--- src/rtl/noc_traffic_pkg.sv ---
// Shared constants for the NoC traffic node: header field layout and FSM state encodings.
package noc_traffic_pkg;

    localparam int SEQ_W = 8;
    localparam int LEN_W = 8;

    // Header layout, low to high: dest_x, dest_y, src_x, src_y, seq, len.
    function automatic int hdr_dx_lsb(input int c);
        return 0;
    endfunction

    function automatic int hdr_dy_lsb(input int c);
        return c;
    endfunction

    function automatic int hdr_sx_lsb(input int c);
        return 2 * c;
    endfunction

    function automatic int hdr_sy_lsb(input int c);
        return 3 * c;
    endfunction

    function automatic int hdr_seq_lsb(input int c);
        return 4 * c;
    endfunction

    function automatic int hdr_len_lsb(input int c);
        return 4 * c + SEQ_W;
    endfunction

    typedef logic [1:0] snd_state_t;
    localparam snd_state_t SND_WAIT = 2'd0;
    localparam snd_state_t SND_SEND = 2'd1;
    localparam snd_state_t SND_GAP  = 2'd2;
    localparam snd_state_t SND_DONE = 2'd3;

    typedef logic [0:0] chk_state_t;
    localparam chk_state_t CHK_IDLE = 1'b0;
    localparam chk_state_t CHK_BODY = 1'b1;

endpackage

--- src/rtl/noc_traffic_node_if.sv ---
// Flit link between the traffic node and one router local port (both directions).
interface noc_traffic_node_if #(
    parameter int DATA_W = 32
);
    logic              receive_valid;
    logic [DATA_W-1:0] receive_flit;
    logic              receive_is_header;
    logic              receive_is_tail;
    logic              receive_ready;

    logic              sender_valid;
    logic [DATA_W-1:0] sender_flit;
    logic              sender_is_header;
    logic              sender_is_tail;
    logic              sender_ready;

    // master = endpoint side, slave = router side
    modport master (
        input  receive_valid, receive_flit, receive_is_header, receive_is_tail,
        output receive_ready,
        output sender_valid, sender_flit, sender_is_header, sender_is_tail,
        input  sender_ready
    );

    modport slave (
        output receive_valid, receive_flit, receive_is_header, receive_is_tail,
        input  receive_ready,
        input  sender_valid, sender_flit, sender_is_header, sender_is_tail,
        output sender_ready
    );
endinterface

--- src/rtl/noc_traffic_checker.sv ---
// Receive side of the traffic node: packet checker, receive/error counters and ready generation.
// Optional NOC_TRAFFIC_BACKPRESSURE_EN drives receive_ready from an 8-bit LFSR.
module noc_traffic_checker
    import noc_traffic_pkg::*;
#(
    parameter int DATA_W  = 32,
    parameter int COORD_W = 4,
    parameter int X_ID    = 0,
    parameter int Y_ID    = 0,
    parameter int CNT_W   = 8
) (
    input  logic              noc_clk,
    input  logic              noc_rst_n,
    input  logic              rx_valid,
    input  logic [DATA_W-1:0] rx_flit,
    input  logic              rx_is_header,
    input  logic              rx_is_tail,
    output logic              rx_ready,
    output logic [CNT_W-1:0]  receive_num,
    output logic [CNT_W-1:0]  err_num
);
    localparam int DX_LSB  = hdr_dx_lsb(COORD_W);
    localparam int DY_LSB  = hdr_dy_lsb(COORD_W);
    localparam int SEQ_LSB = hdr_seq_lsb(COORD_W);
    localparam int LEN_LSB = hdr_len_lsb(COORD_W);

    chk_state_t        state_q, state_d;
    logic [LEN_W-1:0]  len_q, len_d;
    logic [SEQ_W-1:0]  seq_q, seq_d;
    logic [7:0]        idx_q, idx_d;
    logic              pkt_err_q, pkt_err_d;
    logic              rdy_en_q, rdy_en_d;
    logic [CNT_W-1:0]  receive_num_q, receive_num_d;
    logic [CNT_W-1:0]  err_num_q, err_num_d;

    logic              fire;
    logic              dest_bad;
    logic              last_flit;
    logic              mismatch;
    logic              err_inc;
    logic              recv_inc;
    logic [LEN_W-1:0]  hdr_len;
    logic [SEQ_W-1:0]  hdr_seq;
    logic [DATA_W-1:0] exp_flit;

    assign fire      = rx_valid && rx_ready;
    assign hdr_len   = rx_flit[LEN_LSB +: LEN_W];
    assign hdr_seq   = rx_flit[SEQ_LSB +: SEQ_W];
    assign dest_bad  = (rx_flit[DX_LSB +: COORD_W] != COORD_W'(X_ID)) ||
                       (rx_flit[DY_LSB +: COORD_W] != COORD_W'(Y_ID));
    assign exp_flit  = DATA_W'({seq_q, idx_q});
    assign mismatch  = (rx_flit != exp_flit);
    assign last_flit = (idx_q == len_q - 8'd1);
    assign rdy_en_d  = 1'b1;

    // pkt_err_q suppresses further error counts until the packet ends.
    always_comb begin
        state_d   = state_q;
        len_d     = len_q;
        seq_d     = seq_q;
        idx_d     = idx_q;
        pkt_err_d = pkt_err_q;
        err_inc   = 1'b0;
        recv_inc  = 1'b0;
        if (fire) begin
            if (rx_is_header) begin
                err_inc   = dest_bad || (state_q == CHK_BODY && !pkt_err_q);
                len_d     = hdr_len;
                seq_d     = hdr_seq;
                idx_d     = 8'd1;
                pkt_err_d = dest_bad;
                if (hdr_len <= 8'd1) begin
                    state_d = CHK_IDLE;
                    if (!rx_is_tail)    err_inc  = 1'b1;
                    else if (!dest_bad) recv_inc = 1'b1;
                end else if (rx_is_tail) begin
                    state_d = CHK_IDLE;
                    err_inc = 1'b1;
                end else begin
                    state_d = CHK_BODY;
                end
            end else if (state_q == CHK_IDLE) begin
                err_inc = 1'b1;
            end else if (rx_is_tail || last_flit) begin
                state_d = CHK_IDLE;
                if (rx_is_tail && last_flit && !mismatch) recv_inc = !pkt_err_q;
                else                                      err_inc  = !pkt_err_q;
            end else begin
                idx_d = idx_q + 8'd1;
                if (mismatch) begin
                    err_inc   = !pkt_err_q;
                    pkt_err_d = 1'b1;
                end
            end
        end
        receive_num_d = (recv_inc && !(&receive_num_q)) ? receive_num_q + 1'b1 : receive_num_q;
        err_num_d     = (err_inc && !(&err_num_q)) ? err_num_q + 1'b1 : err_num_q;
    end

    always_ff @(posedge noc_clk or negedge noc_rst_n) begin
        if (!noc_rst_n) begin
            state_q       <= CHK_IDLE;
            len_q         <= '0;
            seq_q         <= '0;
            idx_q         <= '0;
            pkt_err_q     <= 1'b0;
            rdy_en_q      <= 1'b0;
            receive_num_q <= '0;
            err_num_q     <= '0;
        end else begin
            state_q       <= state_d;
            len_q         <= len_d;
            seq_q         <= seq_d;
            idx_q         <= idx_d;
            pkt_err_q     <= pkt_err_d;
            rdy_en_q      <= rdy_en_d;
            receive_num_q <= receive_num_d;
            err_num_q     <= err_num_d;
        end
    end

`ifdef NOC_TRAFFIC_BACKPRESSURE_EN
    // x^8+x^6+x^5+x^4+1, shifting left; stall whenever the two low bits are zero.
    logic [7:0] lfsr_q, lfsr_d;

    assign lfsr_d = {lfsr_q[6:0], lfsr_q[7] ^ lfsr_q[5] ^ lfsr_q[4] ^ lfsr_q[3]};

    always_ff @(posedge noc_clk or negedge noc_rst_n) begin
        if (!noc_rst_n) lfsr_q <= 8'hA5;
        else            lfsr_q <= lfsr_d;
    end

    assign rx_ready = rdy_en_q && (lfsr_q[1:0] != 2'b00);
`else
    assign rx_ready = rdy_en_q;
`endif

    assign receive_num = receive_num_q;
    assign err_num     = err_num_q;

endmodule

--- src/rtl/noc_traffic_node.sv ---
// NoC traffic endpoint: sender FSM generating NUM_PKTS packets plus the receive checker.
// Build option NOC_TRAFFIC_BACKPRESSURE_EN (see noc_traffic_checker) adds receive backpressure.
module noc_traffic_node
    import noc_traffic_pkg::*;
#(
    parameter int DATA_W      = 32,
    parameter int COORD_W     = 4,
    parameter int X_ID        = 0,
    parameter int Y_ID        = 0,
    parameter int DEST_X_ID   = 1,
    parameter int DEST_Y_ID   = 1,
    parameter int PKT_LEN     = 4,
    parameter int NUM_PKTS    = 8,
    parameter int GAP_CYCLES  = 2,
    parameter int START_DELAY = 16,
    parameter int CNT_W       = 8
) (
    input  logic               noc_clk,
    input  logic               noc_rst_n,
    noc_traffic_node_if.master bus,
    output logic [CNT_W-1:0]   receive_num,
    output logic [CNT_W-1:0]   send_num,
    output logic [CNT_W-1:0]   err_num,
    output logic               send_done
);
    localparam int DLY_W   = 16;
    localparam int DX_LSB  = hdr_dx_lsb(COORD_W);
    localparam int DY_LSB  = hdr_dy_lsb(COORD_W);
    localparam int SX_LSB  = hdr_sx_lsb(COORD_W);
    localparam int SY_LSB  = hdr_sy_lsb(COORD_W);
    localparam int SEQ_LSB = hdr_seq_lsb(COORD_W);
    localparam int LEN_LSB = hdr_len_lsb(COORD_W);

    snd_state_t        state_q, state_d;
    logic [DLY_W-1:0]  dly_q, dly_d;
    logic [7:0]        idx_q, idx_d;
    logic [SEQ_W-1:0]  seq_q, seq_d;
    logic [CNT_W-1:0]  send_num_q, send_num_d;

    logic              valid;
    logic              is_tail;
    logic              fire;
    logic [DATA_W-1:0] flit;

    assign valid   = (state_q == SND_SEND);
    assign is_tail = valid && (idx_q == 8'(PKT_LEN - 1));
    assign fire    = valid && bus.sender_ready;

    // Flit content depends only on idx_q/seq_q, which move only on acceptance, so it holds while stalled.
    always_comb begin
        flit = '0;
        if (idx_q == 8'd0) begin
            flit[DX_LSB  +: COORD_W] = COORD_W'(DEST_X_ID);
            flit[DY_LSB  +: COORD_W] = COORD_W'(DEST_Y_ID);
            flit[SX_LSB  +: COORD_W] = COORD_W'(X_ID);
            flit[SY_LSB  +: COORD_W] = COORD_W'(Y_ID);
            flit[SEQ_LSB +: SEQ_W]   = seq_q;
            flit[LEN_LSB +: LEN_W]   = LEN_W'(PKT_LEN);
        end else begin
            flit = DATA_W'({seq_q, idx_q});
        end
    end

    // NOTE: every _d gets a default before the case, so no path leaves it unassigned and no latch is inferred.
    always_comb begin
        state_d    = state_q;
        dly_d      = dly_q;
        idx_d      = idx_q;
        seq_d      = seq_q;
        send_num_d = send_num_q;
        case (state_q)
            SND_WAIT: begin
                if (dly_q == DLY_W'(START_DELAY)) begin
                    state_d = SND_SEND;
                    dly_d   = '0;
                end else begin
                    dly_d = dly_q + 1'b1;
                end
            end
            SND_SEND: begin
                if (fire && is_tail) begin
                    idx_d      = '0;
                    seq_d      = seq_q + 8'd1;
                    send_num_d = (&send_num_q) ? send_num_q : send_num_q + 1'b1;
                    if (NUM_PKTS != 0 && int'(send_num_q) + 1 == NUM_PKTS) state_d = SND_DONE;
                    else if (GAP_CYCLES == 0)                              state_d = SND_SEND;
                    else                                                   state_d = SND_GAP;
                end else if (fire) begin
                    idx_d = idx_q + 8'd1;
                end
            end
            SND_GAP: begin
                if (dly_q == DLY_W'(GAP_CYCLES - 1)) begin
                    state_d = SND_SEND;
                    dly_d   = '0;
                end else begin
                    dly_d = dly_q + 1'b1;
                end
            end
            default: ;
        endcase
    end

    // NOTE: state registers use non-blocking <= so every flop samples the pre-edge values of the others.
    always_ff @(posedge noc_clk or negedge noc_rst_n) begin
        if (!noc_rst_n) begin
            state_q    <= SND_WAIT;
            dly_q      <= '0;
            idx_q      <= '0;
            seq_q      <= '0;
            send_num_q <= '0;
        end else begin
            state_q    <= state_d;
            dly_q      <= dly_d;
            idx_q      <= idx_d;
            seq_q      <= seq_d;
            send_num_q <= send_num_d;
        end
    end

    assign bus.sender_valid     = valid;
    assign bus.sender_flit      = valid ? flit : '0;
    assign bus.sender_is_header = valid && (idx_q == 8'd0);
    assign bus.sender_is_tail   = is_tail;
    assign send_num             = send_num_q;
    assign send_done            = (state_q == SND_DONE);

    noc_traffic_checker #(
        .DATA_W  (DATA_W),
        .COORD_W (COORD_W),
        .X_ID    (X_ID),
        .Y_ID    (Y_ID),
        .CNT_W   (CNT_W)
    ) u_checker (
        .noc_clk      (noc_clk),
        .noc_rst_n    (noc_rst_n),
        .rx_valid     (bus.receive_valid),
        .rx_flit      (bus.receive_flit),
        .rx_is_header (bus.receive_is_header),
        .rx_is_tail   (bus.receive_is_tail),
        .rx_ready     (bus.receive_ready),
        .receive_num  (receive_num),
        .err_num      (err_num)
    );

endmodule

--- src/flat_wrapper.sv ---
// flat-port wrapper written by rule: the top's interface ports become plain ports
module noc_traffic_node_flat import noc_traffic_pkg::*;
#(
    parameter int DATA_W      = 32,
    parameter int COORD_W     = 4,
    parameter int X_ID        = 0,
    parameter int Y_ID        = 0,
    parameter int DEST_X_ID   = 1,
    parameter int DEST_Y_ID   = 1,
    parameter int PKT_LEN     = 4,
    parameter int NUM_PKTS    = 8,
    parameter int GAP_CYCLES  = 2,
    parameter int START_DELAY = 16,
    parameter int CNT_W       = 8
)
  (noc_clk, noc_rst_n, receive_num, send_num, err_num, send_done, bus_receive_valid, bus_receive_flit, bus_receive_is_header, bus_receive_is_tail, bus_receive_ready, bus_sender_valid, bus_sender_flit, bus_sender_is_header, bus_sender_is_tail, bus_sender_ready);
  noc_traffic_node_if #(.DATA_W(DATA_W)) bus_i ();
  input  logic noc_clk;
  input  logic noc_rst_n;
  output logic [CNT_W-1:0] receive_num;
  output logic [CNT_W-1:0] send_num;
  output logic [CNT_W-1:0] err_num;
  output logic send_done;
  input wire logic [$bits(bus_i.receive_valid)-1:0] bus_receive_valid;
  input wire logic [$bits(bus_i.receive_flit)-1:0] bus_receive_flit;
  input wire logic [$bits(bus_i.receive_is_header)-1:0] bus_receive_is_header;
  input wire logic [$bits(bus_i.receive_is_tail)-1:0] bus_receive_is_tail;
  output wire logic [$bits(bus_i.receive_ready)-1:0] bus_receive_ready;
  output wire logic [$bits(bus_i.sender_valid)-1:0] bus_sender_valid;
  output wire logic [$bits(bus_i.sender_flit)-1:0] bus_sender_flit;
  output wire logic [$bits(bus_i.sender_is_header)-1:0] bus_sender_is_header;
  output wire logic [$bits(bus_i.sender_is_tail)-1:0] bus_sender_is_tail;
  input wire logic [$bits(bus_i.sender_ready)-1:0] bus_sender_ready;
  assign bus_i.receive_valid = bus_receive_valid;
  assign bus_i.receive_flit = bus_receive_flit;
  assign bus_i.receive_is_header = bus_receive_is_header;
  assign bus_i.receive_is_tail = bus_receive_is_tail;
  assign bus_receive_ready = bus_i.receive_ready;
  assign bus_sender_valid = bus_i.sender_valid;
  assign bus_sender_flit = bus_i.sender_flit;
  assign bus_sender_is_header = bus_i.sender_is_header;
  assign bus_sender_is_tail = bus_i.sender_is_tail;
  assign bus_i.sender_ready = bus_sender_ready;
  noc_traffic_node #(.DATA_W(DATA_W), .COORD_W(COORD_W), .X_ID(X_ID), .Y_ID(Y_ID), .DEST_X_ID(DEST_X_ID), .DEST_Y_ID(DEST_Y_ID), .PKT_LEN(PKT_LEN), .NUM_PKTS(NUM_PKTS), .GAP_CYCLES(GAP_CYCLES), .START_DELAY(START_DELAY), .CNT_W(CNT_W)) u_core (.noc_clk(noc_clk), .noc_rst_n(noc_rst_n), .bus(bus_i), .receive_num(receive_num), .send_num(send_num), .err_num(err_num), .send_done(send_done));
endmodule
--- config.mk ---
export PLATFORM = sky130hd
export DESIGN_NAME = noc_traffic_node_flat
export DESIGN_NICKNAME = d
export VERILOG_FILES = /design/src/rtl/noc_traffic_pkg.sv /design/src/rtl/noc_traffic_node_if.sv /design/src/rtl/noc_traffic_checker.sv /design/src/rtl/noc_traffic_node.sv /design/src/flat_wrapper.sv
export SDC_FILE = /design/constraint.sdc
export NUM_CORES = 1
export LEC_CHECK = 0
export CORE_MARGIN = 3
export CORE_UTILIZATION = 56
export CTS_CLUSTER_DIAMETER = 200
export CTS_CLUSTER_SIZE = 24
export DETAILED_ROUTE_END_ITERATION = 8
export GPL_TIMING_DRIVEN = 0
export PLACE_DENSITY = 0.82
export SETUP_SLACK_MARGIN = 0.15
export SYNTH_ARGS = -nofsm -noshare
export SYNTH_HDL_FRONTEND = slang
export SYNTH_SLANG_ARGS = --single-unit
--- constraint.sdc ---
create_clock -name noc_clk -period 4.2 [get_ports noc_clk]
set_input_delay 1.05 -clock noc_clk [delete_from_list [all_inputs] [get_ports noc_clk]]
set_output_delay 1.05 -clock noc_clk [all_outputs]
set_load 0.1 [all_outputs]
# --- After elaboration in Yosys (flattened, before gate mapping) ---
# Index checks and enable logic that the tools add are counted.
totals:
  regBits: 85
  latchBits: 0
  ramBits: 0
  mem_bits_ro: 0
  out_inout_bits: 61
  elab_cells: 114
  mem_count: 0
op_classes:
  n_addsub: 9
  mul: 0
  div_mod_pow: 0
  n_lt_le_gt_ge: 1
  eq_ne: 13
  shifts: 0
  muxes: 41
  bitwise_logic: 1
  n_reduce_logical: 36
op_table:
  columns: ["op", "n"]
  rows:
  - ["$add A8 B1 Y8 const B", 6]
  - ["$mux W8", 5]
  - ["$eq A32 B5 Y1 const B", 1]
  - ["$mux W16", 2]
  - ["$mux W32", 1]
  - ["$ne A32 B16 Y1", 1]
  - ["$pmux W16 S2", 1]
  - ["$mux W1", 27]
  - ["$mux W27", 1]
  - ["$reduce_and A8 Y1", 3]
  - ["$add A16 B1 Y16 const B", 1]
  - ["$eq A16 B1 Y1 const B", 1]
  - ["$eq A16 B5 Y1 const B", 1]
  - ["$logic_and A1 B1 Y1", 10]
  - ["$add A8 B1 Y9 const B", 1]
  - ["$eq A8 B2 Y1 const B", 1]
  - ["$eq A8 B8 Y1", 1]
  - ["$le A8 B1 Y1 const B", 1]
  - ["$logic_not A8 Y1", 1]
  - ["$reduce_and A4 Y1", 2]
  - ["$reduce_bool A2 Y1", 4]
  - ["$reduce_bool A4 Y1", 2]
  - ["$sub A8 B1 Y8 const B", 1]
  - ["$mux W2", 3]
  - ["other kinds (12)", 23]

# --- Depth between registers and ports, before layout ---
# Gate-level depths: netlist (run 1).
depth:
  word_depth: 10
  mapped_depth: 12

# --- Cells and area by module ---
# From an unflattened synthesis (run 1), not the netlist that was laid out.
unflattened:
  hier_cells: 505
  hier_area_um2: 4859.7
modules_own_cells:
  columns: ["module", "n_inst", "cells_per_inst", "area_each_um2", "seq_area_each_um2"]
  rows:
  - ["noc_traffic_checker", 1, 282, 2561.2, 1076.0]
  - ["noc_traffic_node", 1, 223, 2298.5, 1051.0]

# --- Worst setup path before layout (run 1) ---
# No wires, ideal clock.
synth_timing:
  kind: "reg-to-output"
  start: "register u_core.idx_q[4]"
  end: "output bus_sender_flit[16]"
  arrival_ps: 3674
  slack_ps: -524
  path_stages_with_launch: 6
  cell_sequence: "dfrtp_1 or4_1 nor3_2 nand2_1 nor2_1 and2_1"
synth_via:
  elab_chain_len: 3
synth_rtl:
  columns: ["item", "line_no", "text"]
  rows:
  - ["start, declared", "noc_traffic_node.sv:36", "logic [7:0] idx_q, idx_d;"]
  - ["start signal, assigned", "noc_traffic_node.sv:115", "idx_q <= idx_d;"]
  - ["$logic_not A8 Y1", "noc_traffic_node.sv:52", "if (idx_q == 8'd0) begin"]
  - ["$mux W27", "noc_traffic_node.sv:52", null]
  - ["$mux W32", "noc_traffic_node.sv:122", "assign bus.sender_flit = valid ? flit : '0;"]
  - ["end, declared", "flat_wrapper.sv:30", "output wire logic [$bits(bus_i.sender_flit)-1:0] bus_sender_flit;"]
# Every way passes these cells.

# --- Worst setup path in the final report (run 1) ---
layout_timing:
  start: "register u_core.idx_q[4]"
  end: "output bus_sender_is_tail"
layout_via:
  elab_chain_len: 2
layout_rtl:
  columns: ["item", "line_no", "text"]
  rows:
  - ["$eq A8 B2 Y1", "noc_traffic_node.sv:46", "assign is_tail = valid && (idx_q == 8'(PKT_LEN - 1));"]
  - ["$logic_and A1 B1 Y1", "noc_traffic_node.sv:46", null]
  - ["end, declared", "flat_wrapper.sv:32", "output wire logic [$bits(bus_i.sender_is_tail)-1:0] bus_sender_is_tail;"]
# Every way passes these cells.

==> impl_metrics.toml, run 1 <==
[floorplan]
core_um2 = 8260
die_x_um = 98.6
die_y_um = 98.6
rows = 33
ios = 99
die-area_um2 = 9720
initial_core_util_pct = 58.1

[final_layout]
seq_area_um2 = 2130
syn2layout_area_growth_pct = 25.9
mostFrequentLayoutCells = "85 x dfrtp_1, 78 x nand2_1, 68 x clkdlybuf4s50_1"
finalNetCount = 660
layout_commonest_cell = "dfrtp_1"
multiInputGateArea_um2 = 2490
drive_gt1_share_pct = 10.2
insertedDiodeCount = 0
fill_cells = 637

[placement]
hpwl_mm = 8.53
gp_congestion = 0.886
io_buffers = 91

[grt]
grt_util_all_layers_pct = 23.5
grt_remaining_overflow = 0
antenna_found_initial = 0
grt_pass1_wl_mm = 18.6
grt_pass1_vias = 3944
grt_max_degree = 66

[drt]
vias_per_cell = 5.46
totalWireLength_mm = 11.1
detail_route.wl_per_cell_um = 15.4
vias = 3929
ant_nets = 0
drc = 0
drt_first_pass_iters = 4
detail_route.iter0.violations = 168

[timing]
tightestPinTransition_ns = 1.00
finalHoldViolations = 0
slew-limit-headroom_pct = 33.0
finalCriticalPeriod_ns = 3.88
rsz0062_at_grt = "no"
setup-violations-final = 0
drv_slew = 0
min_period_over_period_pct = 92.3
whs_ns = 0.488
clock.fmax_mhz = 258
fin_skew_ns = 0.00687
fin_tns_setup_ns = 0

[cts]
numCtsBuffers = 9
clockRootBuffer = "clkbuf_8"
h-tree-depth = 3
cts_sinks = 85
tritoncts = "done"
clk-insertion-delay-late_ns = 0.35
clock_path_buffers = 2
clkTransAtPathRegs_ns = 0.08

[critical_path]
worst-setup-path-type = "register to output pin"
end_kind = "output pin"
worstPathRequired_ns = 3.15
cp.arrival_ns = 2.83
path_max_fanout = 7
worst_setup_path_start_kind = "register"

[logic_synthesis]
syn_avg_cell_area_um2 = 9.56
synth_seq_area_share_pct = 44.3
ys_ff_latch = 85
yosysWarnings = 0
synthMuxAreaShare_pct = 1.62
synth-edff-count = 0
yosys.cell_types.count = 54
synth_top_family_by_area = "simple AND/OR/NAND/NOR gates"
synth-simple-area-share_pct = 26.7
ys_async_sr_fraction_pct = 100
syn_inst = 502
synth_fa_ha_area_share_pct = 2.87
synthXorXnorAreaFrac_pct = 13.7
synth_ff_type = "dfrtp_1"
synth_compound_gate_area_share_pct = 6.25
syn_area_um2 = 4800

[worst_hold_path]
hold_class = "register to register"

[pwr]
ir_drop_mv = 0.269
p_leak_nw = 2.75
p_per_area_nw_per_um2 = 332

[run_status]
outcome = "finished clean"

[flow_run]
cap_viol_max_count = 0
==> critical path, cell delays in order, from the launching register on <==
cell and delay [ns]:
dfrtp_1 0.44, or4_1 0.59, nor3_2 0.32, and3_1 0.26
dlygate4sd2_1 0.87
==> worst paths after layout <==
path,from,depth (start not counted),slack (ns),to
worst max-delay path,u_core.idx_q[4]$_DFFE_PN0P_,4,0.32,bus_sender_is_tail
worst max register to register,u_core.u_checker.len_q[0]$_DFFE_PN0P_,10,1.24,u_core.u_checker.receive_num[1]$_DFFE_PN0P_
min in group asynchronous,noc_rst_n,1,0.59,u_core.u_checker.receive_num[2]$_DFFE_PN0P_
worst min register to register,u_core.u_checker.receive_num[4]$_DFFE_PN0P_,1,0.49,u_core.u_checker.receive_num[4]$_DFFE_PN0P_
max in group asynchronous,noc_rst_n,2,3.01,u_core.send_num[7]$_DFFE_PN0P_
worst min-delay path,u_core.u_checker.receive_num[4]$_DFFE_PN0P_,1,0.49,u_core.u_checker.receive_num[4]$_DFFE_PN0P_
==> cells in the mapped netlist, types with 2 or more instances <==
master	n	area [um2]
or3_1	3	18.8
nor4_1	8	50.1
and4b_1	2	20.0
clkbuf_1	9	33.8
or4_1	2	15.0
mux2_2	6	67.6
conb_1	2	7.51
nand4_1	27	169
dfrtp_1	85	2130
and3_1	13	81.3
nor2b_1	4	25.0
or2_2	3	18.8
buf_6	5	56.3
a21o_1	2	15.0
xor2_1	27	236
ha_1	11	138
nand3_1	16	80.1
buf_4	8	60.1
nor4_4	3	63.8
o21ai_0	13	65.1
a31oi_1	5	31.3
xnor2_1	48	420
inv_1	11	41.3
nand2_1	78	293
and2_1	25	156
nor3_1	16	80.1
nor2_1	28	105
o21bai_1	2	15.0
a21oi_1	13	65.1
o31ai_1	3	22.5
==> area by class of cell <==
| class | instances | share of cell area, % |
|---|---|---|
| multi-input cells | 388 | 41.2 |
| flip-flops and latches | 85 | 35.2 |
| repair buffers | 92 | 15.2 |
| plain buffers | 24 | 2.79 |
| clock buffers | 11 | 2.34 |
| well taps | 105 | 2.17 |
| inverters | 11 | 0.683 |
| clock inverters | 4 | 0.414 |
==> power breakdown <==
group	switching (mW)	internal, mW
clock	0.278	0.226
sequential	0.0727	0.874
combinational	0.374	0.185
total	0.725	1.28
==> kinds of logic (layout without fill, tap and decap cells) <==
group / Yosys count / count (layout)
compound gates: 47 / 47
xor+xnor: 75 / 75
fa+ha+maj: 11 / 11
buf+inv: 35 / 142
flops: 85 / 85
mux: 7 / 7
other cells: 2 / 8
simple gates: 240 / 240
==> through the flow <==
stage / worst slack (ns) / total power, mW / util (%) / instance area [um2] / cells
floorplan: 0.284 / 1.35 / - / 4830 / 508
global placement: -0.887 / 1.50 / 71.1 / 5870 / 704
detailed placement: 0.164 / 1.52 / 71.4 / 5900 / 705
CTS: 0.0492 / 2.03 / 73.3 / 6060 / 720
global route: 0.179 / 2.10 / 73.2 / 6050 / 720
finish: 0.324 / 2.01 / 73.2 / 6050 / 720
==> layer usage <==
metal  share of wire [%]  GRT usage (%)  vias to the layer above
met5                   0              0                        -
met4                 1.7           6.09                        0
met3                 5.7           5.80                       14
met2                  51           40.9                      105
met1                  42           29.3                     1881
li1                    -              -                     1929
==> flip-flops by register name, indices dropped and copies added (netlist names) <==
register and cells:
u_core.u_checker.receive_num 8, u_core.u_checker.state_q 1, u_core.u_checker.seq_q 8, u_core.u_checker.len_q 8, u_core.dly_q 16, u_core.send_num 8
u_core.idx_q 8, u_core.state_q 2, u_core.u_checker.err_num 8, u_core.u_checker.pkt_err_q 1, u_core.u_checker.rx_ready 1, u_core.seq_q 8
u_core.u_checker.idx_q 8
==> timing repair <==
item / CTS / global route
endpoints found under the setup margin: 22 / 3
resized for setup: 38 / 6
hold buffers: 0 / 0
gates cloned: 0 / 0
buffers inserted: 0 / 0
(Power assumes the default switching activity.)
==> run 2: changes to the inputs <==
--- a/config.mk
+++ b/config.mk
@@ -7,4 +7,5 @@
 export LEC_CHECK = 0
+export CORE_ASPECT_RATIO = 0.9
 export CORE_MARGIN = 3
-export CORE_UTILIZATION = 56
+export CORE_UTILIZATION = 45
 export CTS_CLUSTER_DIAMETER = 200
@@ -13,3 +14,3 @@
 export GPL_TIMING_DRIVEN = 0
-export PLACE_DENSITY = 0.82
+export PLACE_DENSITY = 0.68
 export SETUP_SLACK_MARGIN = 0.15
==> constraint.sdc (replaced) <==
create_clock -name noc_clk -period 4.2 [get_ports noc_clk]
set_input_delay 0.84 -clock noc_clk [delete_from_list [all_inputs] [get_ports noc_clk]]
set_output_delay 0.84 -clock noc_clk [all_outputs]
set_load 0.1 [all_outputs]
==> impl_metrics.toml, run 2 (same netlist as run 1, synthesis figures left out) <==
[timing]
tightestPinTransition_ns = 1.01
rsz0062_at_grt = "no"
drv_slew = 0
fin_skew_ns = 0.00373
setup-violations-final = 0
fin_tns_setup_ns = 0
slew-limit-headroom_pct = 32.9
min_period_over_period_pct = 91.8
finalCriticalPeriod_ns = 3.86
whs_ns = 0.432
clock.fmax_mhz = 259
finalHoldViolations = 0

[floorplan]
die-area_um2 = 11900
die_x_um = 115
core_um2 = 10300
rows = 35
initial_core_util_pct = 46.5
ios = 99
die_y_um = 104

[grt]
grt_remaining_overflow = 0
grt_util_all_layers_pct = 20.1
grt_pass1_wl_mm = 19.2
grt_max_degree = 57
grt_pass1_vias = 3982
antenna_found_initial = 0

[placement]
hpwl_mm = 8.42
gp_congestion = 0.821
io_buffers = 91

[worst_hold_path]
hold_class = "input port to asynchronous set/reset pin"

[final_layout]
layout_commonest_cell = "dfrtp_1"
mostFrequentLayoutCells = "85 x dfrtp_1, 78 x nand2_1, 69 x clkdlybuf4s50_1"
regMostFlops = "u_core.dly_q"
largest_reg_flops = 16
insertedDiodeCount = 0
finalNetCount = 660
drive_gt1_share_pct = 9.76
syn2layout_area_growth_pct = 29.9
fill_cells = 918

[drt]
detail_route.iter0.violations = 164
drt_first_pass_iters = 4
vias = 3900
totalWireLength_mm = 11.4
vias_per_cell = 5.24
drc = 0
detail_route.wl_per_cell_um = 15.3
ant_nets = 0

[cts]
h-tree-depth = 3
clockRootBuffer = "clkbuf_16"
numCtsBuffers = 9
cts_sinks = 85
clk-insertion-delay-late_ns = 0.34
tritoncts = "done"
clock_path_buffers = 2
postCtsSetupBuffers = 0
clkTransAtPathRegs_ns = 0.06

[critical_path]
rr_endpoint = "u_core.u_checker.receive_num[1]$_DFFE_PN0P_"
crit_path_start = "u_core.idx_q[4]$_DFFE_PN0P_"
path_max_fanout = 7
end_kind = "output pin"
cp.arrival_ns = 3.02
worst-setup-path-type = "register to output pin"
rrSetupSlack_ns = 1.25
r2r_cells = 10
worstSetupEndpoint = "bus_sender_flit[4]"
worst_setup_path_start_kind = "register"
reg2reg_from = "u_core.u_checker.len_q[0]$_DFFE_PN0P_"
worstPathRequired_ns = 3.36

[flow_run]
cap_viol_max_count = 0

[run_status]
outcome = "finished clean"

[pwr]
p_per_area_nw_per_um2 = 385
p_leak_nw = 2.99
power.total_mw = 2.40
ir_drop_mv = 0.181
-- run 2: cell types whose count changed in the layout (fill, tap and decap cells not counted), sizes merged --
cell,delta
bufinv,+3
clkbuf,+6
clkdlybuf4s15,-8
clkdlybuf4s50,+1
clkinv,-2
clkinvlp,-1
dlygate4sd2,-10
dlymetal6s2s,+11
-- run 2: repair_timing --
action                                  CTS  global route
resized for setup                        10            29
pin swaps                                 0             0
endpoints found under the hold margin     0             0
endpoints found under the setup margin   10            20
hold buffers                              0             0
-- run 2: where the power goes --
group          internal [mW]  switching (mW)  leakage, nW
Sequential             0.875          0.0723         1.12
Combinational          0.185           0.373         1.71
Clock                  0.578           0.318        0.156
Total                   1.64           0.764         2.99
-- run 2: worst max-delay path: stages, from the launching register on --
cell	delay [ns]
dfrtp_1	0.43
or4_1	0.56
nor3_2	0.33
a21oi_1	0.12
nor2_1	0.10
clkdlybuf4s50_1	1.14
-- run 2: area by class of cell --
| class | count | area (um2) | share of cell area [%] |
|---|---|---|---|
| Buffer | 24 | 169 | 2.71 |
| Clock buffer | 11 | 233 | 3.73 |
| Clock inverter | 4 | 97.6 | 1.57 |
| Inverter | 11 | 41.3 | 0.662 |
| Multi-Input combinational cell | 388 | 2490 | 39.9 |
| Sequential cell | 85 | 2130 | 34.1 |
| Tap cell | 129 | 161 | 2.59 |
| Timing Repair Buffer | 92 | 917 | 14.7 |
-- run 2: stage by stage --
stage	std cells	setup slack, ns	util (%)	instance area (um2)
floorplan	508	0.247	-	4830
global placement	728	-0.858	57.1	5900
detailed placement	729	0.338	57.3	5920
CTS	744	0.167	60.4	6240
global route	744	0.205	60.3	6230
finish	744	0.344	60.3	6230
-- run 2: worst min path at each step --
stage                                      start                                     endpoint  slack, ns  cells past startpoint
floorplan           u_core.dly_q[15]$_DFFE_PN0P_                 u_core.dly_q[15]$_DFFE_PN0P_       0.45                      1
global placement    u_core.dly_q[15]$_DFFE_PN0P_                 u_core.dly_q[15]$_DFFE_PN0P_       0.46                      1
detailed placement  u_core.dly_q[15]$_DFFE_PN0P_                 u_core.dly_q[15]$_DFFE_PN0P_       0.47                      1
CTS                                    noc_rst_n  u_core.u_checker.receive_num[6]$_DFFE_PN0P_       0.44                      1
global route                           noc_rst_n  u_core.u_checker.receive_num[6]$_DFFE_PN0P_       0.45                      1
finish                                 noc_rst_n  u_core.u_checker.receive_num[6]$_DFFE_PN0P_       0.43                      1
-- run 2: layer usage --
metal  vias up  part of all wire [%]  GRT usage (%)
li1       1927                     -              -
met1      1861                    44           26.0
met2        96                    47           31.6
met3        16                   6.3           6.92
met4         0                   1.8           6.12
met5         -                     0              0
==> run 3: changes to the inputs <==
Settings changed: CORE_UTILIZATION 45 to 47, PLACE_DENSITY 0.68 to 0.73, REMOVE_ABC_BUFFERS set to 1.
Clock period 4.2 ns to 3.15 ns, I/O delays scaled along.
==> impl_metrics.toml, run 3 (same netlist as run 1, synthesis figures left out) <==
[run_status]
outcome = "finished clean"

[critical_path]
crit_chain = "or4_4, nor3_4, buf_6, nand2_4, nor2_4, buf_6, and2_4, buf_12"
reg2reg_from = "u_core.u_checker.len_q[0]$_DFFE_PN0P_"
critPathBufInv = 3
path_max_fanout = 5
worst_setup_path_start_kind = "register"
cp.arrival_ns = 2.35
rr_endpoint = "u_core.u_checker.receive_num[1]$_DFFE_PN0P_"
worstPathRequired_ns = 2.52
max_stage_delay_ns = 0.56
end_kind = "output pin"
crit_top_cell = "buf_6"
slowest_stage = "or4_4"
worst-setup-path-type = "register to output pin"
rrSetupSlack_ns = 0.34
r2r_cells = 9
critPathTopFamily = "simple AND/OR/NAND/NOR gates"

[floorplan]
die_y_um = 102
ios = 99
die_x_um = 113
rows = 34
die-area_um2 = 11500
initial_core_util_pct = 48.9
core_um2 = 9830

[timing]
fin_skew_ns = 0.00891
min_period_over_period_pct = 94.7
finalHoldViolations = 0
slew-limit-headroom_pct = 34.7
setup-violations-final = 0
finalCriticalPeriod_ns = 2.98
postLayoutSetupSlackWorst_ns = 0.166
clock.fmax_mhz = 335
drv_slew = 0
tightestPinTransition_ns = 0.977
rsz0062_at_grt = "yes"

[grt]
grt_pass1_vias = 3902
grt_use_met1_pct = 26.0
gr-usage-met3_pct = 4.80
grt_remaining_overflow = 0
top_usage_layer = "met2"
grt_pass1_wl_mm = 18.7
antenna_found_initial = 0
grt_util_met2_pct = 33.4
grt_max_degree = 58
grt_util_all_layers_pct = 20.0

[drt]
totalWireLength_mm = 11.0
detail_route.wl_per_cell_um = 15.0
drt_first_pass_iters = 4
ant_nets = 0
detail_route.iter0.violations = 177
drc = 0
vias_per_cell = 5.33
vias = 3910

[cts]
clk-insertion-delay-late_ns = 0.34
numCtsBuffers = 9
tritoncts = "done"
clkTransAtPathRegs_ns = 0.07
clockRootBuffer = "clkbuf_16"
h-tree-depth = 3
cts_sinks = 85
clock_path_buffers = 2

[final_layout]
largest_reg_flops = 16
layout_commonest_cell = "dfrtp_1"
drive_gt1_share_pct = 16.6
mostFrequentLayoutCells = "83 x dfrtp_1, 76 x nand2_1, 56 x clkdlybuf4s50_1"
regMostFlops = "u_core.dly_q"
finalNetCount = 652
finalInstanceArea_um2 = 6320
insertedDiodeCount = 0
syn2layout_area_growth_pct = 31.6
layout.cells.non_filler = 734
fin_util_pct = 64.3

[pwr]
p_leak_nw = 2.90
p_per_area_nw_per_um2 = 488
power.total_mw = 3.08
ir_drop_mv = 0.382

[placement]
gp_congestion = 0.899
dp.cells = 702
hpwl_mm = 7.89
place_ws_ns = -0.663
io_buffers = 91
post_dp_cell_area_um2 = 5750

[flow_run]
cap_viol_max_count = 0

[worst_hold_path]
hold_class = "input port to asynchronous set/reset pin"
[run 3: cell count changes in the layout (fill, tap and decap cells not counted), sizes merged]
| cell | delta |
|---|---|
| dlygate4sd2 | -1 |
| bufinv | -2 |
| clkbuf | -13 |
| dlymetal6s2s | -5 |
| inv | +2 |
| clkinv | +2 |
| buf | +23 |
| clkdlybuf4s50 | -13 |
[run 3: area by class of cell]
class                           instances  area (um2)
Clock buffer                           10         239
Clock inverter                          6        68.8
Fill cell                             813        3510
Inverter                               11        41.3
Multi-Input combinational cell        388        2590
Sequential cell                        85        2130
Tap cell                              126         158
Timing Repair Buffer                  108        1090
[run 3: worst max-delay path by stage]
stage / from / to / slack [ns] / depth (start not counted)
finish: u_core.idx_q[5]$_DFFE_PN0P_ / bus_sender_flit[17] / 0.17 / 8
global route: u_core.idx_q[5]$_DFFE_PN0P_ / bus_sender_flit[18] / 0.08 / 8
CTS: u_core.idx_q[4]$_DFFE_PN0P_ / bus_sender_flit[16] / 0.12 / 6
detailed placement: u_core.idx_q[4]$_DFFE_PN0P_ / bus_sender_flit[16] / -0.66 / 6
global placement: noc_rst_n / u_core.send_num[1]$_DFFE_PN0P_ / -1.65 / 1
floorplan: u_core.idx_q[4]$_DFFE_PN0P_ / bus_sender_flit[16] / -2.42 / 5
[run 3: power breakdown]
group | total (mW) | switching, mW | internal, mW | leakage [nW]
clock | 1.08 | 0.441 | 0.641 | 0.149
combinational | 0.727 | 0.490 | 0.237 | 1.63
sequential | 1.27 | 0.107 | 1.17 | 1.12
[run 3: what timing repair did]
item | 4_1_cts | 5_1_grt
gates resized for setup | 161 | 46
hold buffers | 0 | 0
hold endpoints to repair | 0 | 0
setup endpoints to repair | 36 | 42
pin swaps | 4 | 9
setup buffers | 3 | 13
[run 3: layer usage]
metal	part of all wire [%]	up-vias
li1	-	1911
met1	45	1894
met2	48	91
met3	4.8	14
met4	1.7	0
met5	0	-
[run 3: stage by stage]
step	TNS [ns]	hold slack, ns
5_1_grt	0	0.227
3_3_place_gp	-150.97	0.464
4_1_cts	0	0.218
6_report	0	0.211
2_1_floorplan	-22.50	0.334
3_5_place_dp	-11.13	0.469
